File: config.mk
export PLATFORM = sky130hd
export DESIGN_NAME = ray_inv_scheduler
export DESIGN_NICKNAME = d
export VERILOG_FILES = /design/src/rtl/ray_inv_scheduler.sv
export SDC_FILE = /design/constraint.sdc
export NUM_CORES = 1
export LEC_CHECK = 0
export ABC_AREA = 1
export BUFFER_PORTS_ARGS = -buffer_cell sky130_fd_sc_hd__buf_2
export CAP_MARGIN = 15
export CORE_MARGIN = 2
export CORE_UTILIZATION = 55
export CTS_BUF_LIST = sky130_fd_sc_hd__clkbuf_8
export DETAILED_ROUTE_END_ITERATION = 10
export GPL_TIMING_DRIVEN = 1
export PLACE_DENSITY = 0.74
export RECOVER_POWER = 100
export SLEW_MARGIN = 25
export SYNTH_ARGS = -nofsm -noshare
export SYNTH_HDL_FRONTEND = slang
export SYNTH_SLANG_ARGS = --single-unit
File: constraint.sdc
create_clock -name clk -period 6.97 [get_ports clk]
set_clock_uncertainty 0.2 [all_clocks]
set_input_delay 1.0455 -clock clk [delete_from_list [all_inputs] [get_ports clk]]
set_output_delay 1.0455 -clock clk [all_outputs]
set_load 0.03 [all_outputs]
File: src/rtl/ray_inv_scheduler.sv
// Shares one reciprocal divider across the x/y/z components of incoming ray directions and
// reassembles the reciprocals into a credit-protected output FIFO. Vectors pack as {x, y, z}, x in the MSBs.
module ray_inv_scheduler #(
  parameter int DIV_LATENCY = 41,
  parameter int RAY_ID_W    = 8,
  parameter int OUT_DEPTH   = 4
) (
  input  logic                clk,
  input  logic                rst_n,
  input  logic                in_valid,
  output logic                in_ready,
  input  logic [3*18-1:0]     in_dir,
  input  logic [RAY_ID_W-1:0] in_id,
  output logic [17:0]         div_divisor,
  output logic                div_valid,
  input  logic [35:0]         div_result,
  input  logic                div_by_zero,
  output logic                out_valid,
  input  logic                out_ready,
  output logic [3*36-1:0]     out_inv,
  output logic [RAY_ID_W-1:0] out_id,
  output logic [2:0]          out_dbz,
  output logic                busy
);

  localparam int CNT_W = $clog2(OUT_DEPTH) + 1;
  localparam int PTR_W = $clog2(OUT_DEPTH);
  localparam int ENT_W = 3*36 + RAY_ID_W + 3;

  typedef enum logic [1:0] {S_IDLE, S_X, S_Y, S_Z} state_t;

  state_t              state_q, state_d;
  logic                in_ready_q, in_ready_d;
  logic                div_valid_q, div_valid_d;
  logic [17:0]         div_divisor_q, div_divisor_d;
  logic [CNT_W-1:0]    inflight_q, inflight_d;
  logic [CNT_W-1:0]    fifo_cnt_q, fifo_cnt_d;
  logic [PTR_W-1:0]    wr_ptr_q, rd_ptr_q;
  logic [CNT_W:0]      credit_sum;
  logic                credit_ok;
  logic                accept, push, pop;

  logic [3*18-1:0]     dir_q;
  logic [RAY_ID_W-1:0] id_q;
  logic [1:0]          issue_comp;

  logic [DIV_LATENCY-1:0] sh_vld_q;
  logic [1:0]             sh_comp_q [DIV_LATENCY];
  logic [RAY_ID_W-1:0]    sh_id_q   [DIV_LATENCY];

  logic signed [35:0]  x_res_q, y_res_q;
  logic [1:0]          dbz_xy_q;
  logic [ENT_W-1:0]    fifo_mem [OUT_DEPTH];
  logic [ENT_W-1:0]    head;

  assign accept      = in_valid && in_ready_q;
  assign out_valid   = (fifo_cnt_q != '0);
  assign pop         = out_valid && out_ready;
  assign push        = sh_vld_q[DIV_LATENCY-1] && (sh_comp_q[DIV_LATENCY-1] == 2'd2);
  assign in_ready    = in_ready_q;
  assign div_valid   = div_valid_q;
  assign div_divisor = div_divisor_q;
  assign busy        = (state_q != S_IDLE) || (inflight_q != '0) || (fifo_cnt_q != '0);

  always_ff @(posedge clk or negedge rst_n) begin : state_reg
    if (!rst_n) begin
      state_q       <= S_IDLE;
      in_ready_q    <= 1'b0;
      div_valid_q   <= 1'b0;
      div_divisor_q <= '0;
    end else begin
      state_q       <= state_d;
      in_ready_q    <= in_ready_d;
      div_valid_q   <= div_valid_d;
      div_divisor_q <= div_divisor_d;
    end
  end

  always_comb begin : next_state
    state_d = state_q;
    case (state_q)
      S_IDLE:  if (accept) state_d = S_X;
      S_X:     state_d = S_Y;
      S_Y:     state_d = S_Z;
      S_Z:     state_d = accept ? S_X : S_IDLE;
      default: state_d = S_IDLE;
    endcase
  end

  // Outputs are decided from the next state so the registered divider port and in_ready line up with it.
  always_comb begin : fsm_outputs
    div_valid_d   = 1'b0;
    div_divisor_d = '0;
    case (state_d)
      S_X: begin div_valid_d = 1'b1; div_divisor_d = in_dir[53:36]; end
      S_Y: begin div_valid_d = 1'b1; div_divisor_d = dir_q[35:18];  end
      S_Z: begin div_valid_d = 1'b1; div_divisor_d = dir_q[17:0];   end
      default: ;
    endcase
    in_ready_d = ((state_d == S_IDLE) || (state_d == S_Z)) && credit_ok;
  end

  always_comb begin : counters
    inflight_d = inflight_q;
    if (accept && !push)      inflight_d = inflight_q + 1'b1;
    else if (!accept && push) inflight_d = inflight_q - 1'b1;
    fifo_cnt_d = fifo_cnt_q;
    if (push && !pop)         fifo_cnt_d = fifo_cnt_q + 1'b1;
    else if (!push && pop)    fifo_cnt_d = fifo_cnt_q - 1'b1;
    credit_sum = {1'b0, inflight_d} + {1'b0, fifo_cnt_d};
    credit_ok  = credit_sum < (CNT_W+1)'(OUT_DEPTH);
  end

  always_comb begin : comp_of_state
    case (state_q)
      S_Y:     issue_comp = 2'd1;
      S_Z:     issue_comp = 2'd2;
      default: issue_comp = 2'd0;
    endcase
  end

  always_ff @(posedge clk or negedge rst_n) begin : ctrl_reg
    if (!rst_n) begin
      inflight_q <= '0;
      fifo_cnt_q <= '0;
      wr_ptr_q   <= '0;
      rd_ptr_q   <= '0;
      sh_vld_q   <= '0;
    end else begin
      inflight_q <= inflight_d;
      fifo_cnt_q <= fifo_cnt_d;
      if (push) wr_ptr_q <= wr_ptr_q + 1'b1;
      if (pop)  rd_ptr_q <= rd_ptr_q + 1'b1;
      sh_vld_q   <= {sh_vld_q[DIV_LATENCY-2:0], div_valid_q};
    end
  end

  // Shadow tags travel beside the divider pipeline; only their valids need reset.
  always_ff @(posedge clk) begin : data_reg
    if (accept) begin
      dir_q <= in_dir;
      id_q  <= in_id;
    end
    sh_comp_q[0] <= issue_comp;
    sh_id_q[0]   <= id_q;
    for (int i = 1; i < DIV_LATENCY; i++) begin
      sh_comp_q[i] <= sh_comp_q[i-1];
      sh_id_q[i]   <= sh_id_q[i-1];
    end
    if (sh_vld_q[DIV_LATENCY-1]) begin
      if (sh_comp_q[DIV_LATENCY-1] == 2'd0) begin
        x_res_q     <= div_result;
        dbz_xy_q[0] <= div_by_zero;
      end
      if (sh_comp_q[DIV_LATENCY-1] == 2'd1) begin
        y_res_q     <= div_result;
        dbz_xy_q[1] <= div_by_zero;
      end
    end
    if (push)
      fifo_mem[wr_ptr_q] <= {x_res_q, y_res_q, div_result, sh_id_q[DIV_LATENCY-1],
                             div_by_zero, dbz_xy_q};
  end

  always_comb begin : fifo_head
    head    = fifo_mem[rd_ptr_q];
    out_inv = '0;
    out_id  = '0;
    out_dbz = '0;
    if (out_valid) begin
      out_inv = head[ENT_W-1 -: 3*36];
      out_id  = head[RAY_ID_W+2 : 3];
      out_dbz = head[2:0];
    end
  end

  a_no_overflow : assert property (@(posedge clk) disable iff (!rst_n)
    !(push && (fifo_cnt_q == CNT_W'(OUT_DEPTH))));

endmodule

==> results.cfg <==
[status]
status = finished, violations left
violations = capacitance limit, slew limit

[global_route]
grt-ovfl-total = 0
grt_max_degree = 164
grt_use_total = 0.203
grt_pass1_wl_mm = 97.8
antenna_found_initial = 8
grt_pass1_vias = 18300

[final_layout]
area_growth_syn_to_layout_pct = 14.0
nets = 2671
regArea_um2 = 27900
nFillCells = 4326
drive_gt1_frac = 0.114
stdcell_area_um2 = 37700
layout_common_cells = edfxtp_1 (594), nor2_1 (486), dfxtp_1 (410)
multi_input_comb_area_um2 = 4500
layout_commonest_cell = edfxtp_1
final_util = 0.637

[synth]
avgSynthCellArea_um2 = 14.9
synth_top_family_by_area = simple AND/OR/NAND/NOR gates
synth_fp_nets = 2350
synth_compound_area_frac = 0.0560
synth-seq-area-share = 0.842
synth_cell_types = 27
ys_warn_count = 0
syn-cell-area_um2 = 33100
synth_xor_area_frac = 0.000529
synthAdderAreaFrac = 0.00794
synthSimpleGateAreaFrac = 0.0711
ys_ff_latch = 1077
synthMuxAreaShare = 0
synth_cells = 2226

[timing]
setup_violations = 0
hold_viol_final = 0
fin_crit_ns = 5.84
fin_tns_setup_ns = 0
worstMarginPinSlew_ns = 4.46
fin_ws_ns = 1.13
post-route-period-util = 0.838
relSlewSlack = -1.97
rsz0062_at_grt = false
slew_violations = 708
fmax_mhz = 171

[worst_setup_path]
ff2ff_path_depth = 4
cp_max_fo = 74
arrival_ns = 4.60
critPathKind = register to output pin
worst_path_largest_cell_delay_ns = 1.10
crit_chain = inv_4 > clkbuf_2 > nor2_1 > o21ai_0 > a21oi_1 > clkbuf_1
cp-end-kind = output pin
required_ns = 5.72
cp-start-kind = register
slowest_stage = clkbuf_2

[cts]
clk_transition_reported_paths_ns = 0.07
cts_tree = built
max-clock-path-buffers = 3
ctsHoldBuffers = 0
htree_num_levels = 4
cts_buffers = 157
ctsResizeCount = 0
numClockSinks = 1077
cts_setup_buffers = 0
cts_root_buffer = clkbuf_8
clk_latency_ns = 0.79

[floorplan]
placement_rows = 89
core_area_um2 = 59200
io_pins = 244
die_x_um = 249
die_y_um = 249
start_util = 0.558
die_area_um2 = 62100

[worst_hold_path]
holdCritPathClass = register to register
hold-path-cell-count = 0

[routing]
dr.pass1.iters = 5
drc = 0
wl_per_cell_um = 18.1
wirelength_mm = 62.6
routed-via-count = 17900
viasPerCell = 5.20
first_iter_violations = 1459
drtAntennaViolNets = 0

[power]
p_seq_frac = 0.457
leakagePower_nw = 14.0
peakVddDrop_v = 0.000306
finalPower_mw = 16.6
switching_share = 0.353
power_frac_comb = 0.257
clockPowerShare = 0.286
power_switching_mw = 5.86
internal_power_mw = 10.8
p_per_area_nw_per_um2 = 441

[placement]
hpwl_mm = 33.7
place_area_um2 = 35000
pre_cts_ws_ns = 2.61
gp_congestion = 0.812
port_buffers = 243

[flow_run]
maxCapViolCount = 12
==> path summary, 6_finish.rpt <==
check | slack, ns | from | endpoint
worst max-delay path | 1.13 | rd_ptr_q[1] | out_inv[17]
min in group asynchronous | 1.51 | rst_n | div_divisor[10]
worst min register to register | 0.11 | sh_comp_q[0][28] | sh_comp_q[0][30]
worst min-delay path | 0.11 | sh_comp_q[0][28] | sh_comp_q[0][30]
worst max register to register | 1.97 | sh_comp_q[2][16] | fifo_mem[3][29]
max in group asynchronous | 2.32 | rst_n | rd_ptr_q[0]
==> cells in the mapped netlist, drive strengths merged <==
| library cell | count | share of area |
|---|---|---|
| buf | 60 | 0.012 |
| inv | 44 | 0.0050 |
| edfxtp | 594 | 0.54 |
| ha | 21 | 0.0079 |
| clkbuf | 39 | 0.0052 |
| nor2 | 489 | 0.056 |
| and2 | 1 | 0.00019 |
| a31oi | 2 | 0.00038 |
| nand4 | 1 | 0.00019 |
| dfrtp | 73 | 0.055 |
| xor2 | 2 | 0.00053 |
| nand3 | 26 | 0.0041 |
| nor3 | 2 | 0.00030 |
| nand2 | 94 | 0.011 |
| a21boi | 1 | 0.00023 |
| dfxtp | 410 | 0.25 |
| o21ai | 246 | 0.037 |
| a21oi | 120 | 0.018 |
| clkinv | 1 | 0.00011 |
==> layer usage <==
metal | routed length (um) | global-route usage | vias to the layer above
met5 | 35 | 0 | -
met3 | 4860 | 0.0607 | 123
met2 | 30200 | 0.330 | 678
met4 | 1560 | 0.0783 | 6
met1 | 25900 | 0.257 | 8770
li1 | - | - | 8347
==> power by group through the flow <==
stage                     Sequential (mW)  Clock [mW]  Combinational [mW]
after floorplan                      7.62           0                3.13
after global placement               7.70           0                4.32
after detailed placement             7.73           0                4.39
after CTS                            7.61        4.89                4.41
after global routing                 7.67        5.17                4.63
final                                7.61        4.75                4.27
==> cell families after synthesis <==
logic type,count (synthesis)
AOI/OAI and AO/OA,369
xor gates and xnor gates,2
adders and majority gates,21
buffers and inverters,144
DFF,1077
and+or+nand+nor,613
==> through the flow <==
step | std cells | hold WS (ns)
global placement | 3159 | 0.110
detailed placement | 3161 | 0.112
CTS | 3446 | 0.111
finish | 3448 | 0.107
floorplan | 2226 | 0.110
global route | 3447 | 0.118
==> critical path: cells and delay by family, from the launching register on <==
kind	cells	cell delay (ns)
AOI/OAI and AO/OA	2	0.37
DFF	1	1.08
buffers and inverters	3	1.92
and+or+nand+nor	1	0.35
==> state kept, by name, indices dropped and copies added (netlist names) <==
name / flops
dbz_xy_q: 2
dir_q: 36
div_divisor: 18
div_valid: 1
fifo_cnt_q: 3
fifo_mem: 476
id_q: 8
in_ready: 1
inflight_q: 3
rd_ptr_q: 2
sh_comp_q: 82
sh_id_q: 328
sh_vld_q: 41
state_q: 2
wr_ptr_q: 2
x_res_q: 36
y_res_q: 36
==> cell type report <==
type / instances / area share
antenna: 2 / 0.000133
clock buffer: 179 / 0.0653
clock inverter: 106 / 0.0160
inverter: 45 / 0.00481
multi-input combinational: 1005 / 0.119
sequential: 1077 / 0.739
tap: 773 / 0.0256
timing repair buffer: 261 / 0.0298
No activity file was read; power rests on OpenSTA's default activity.
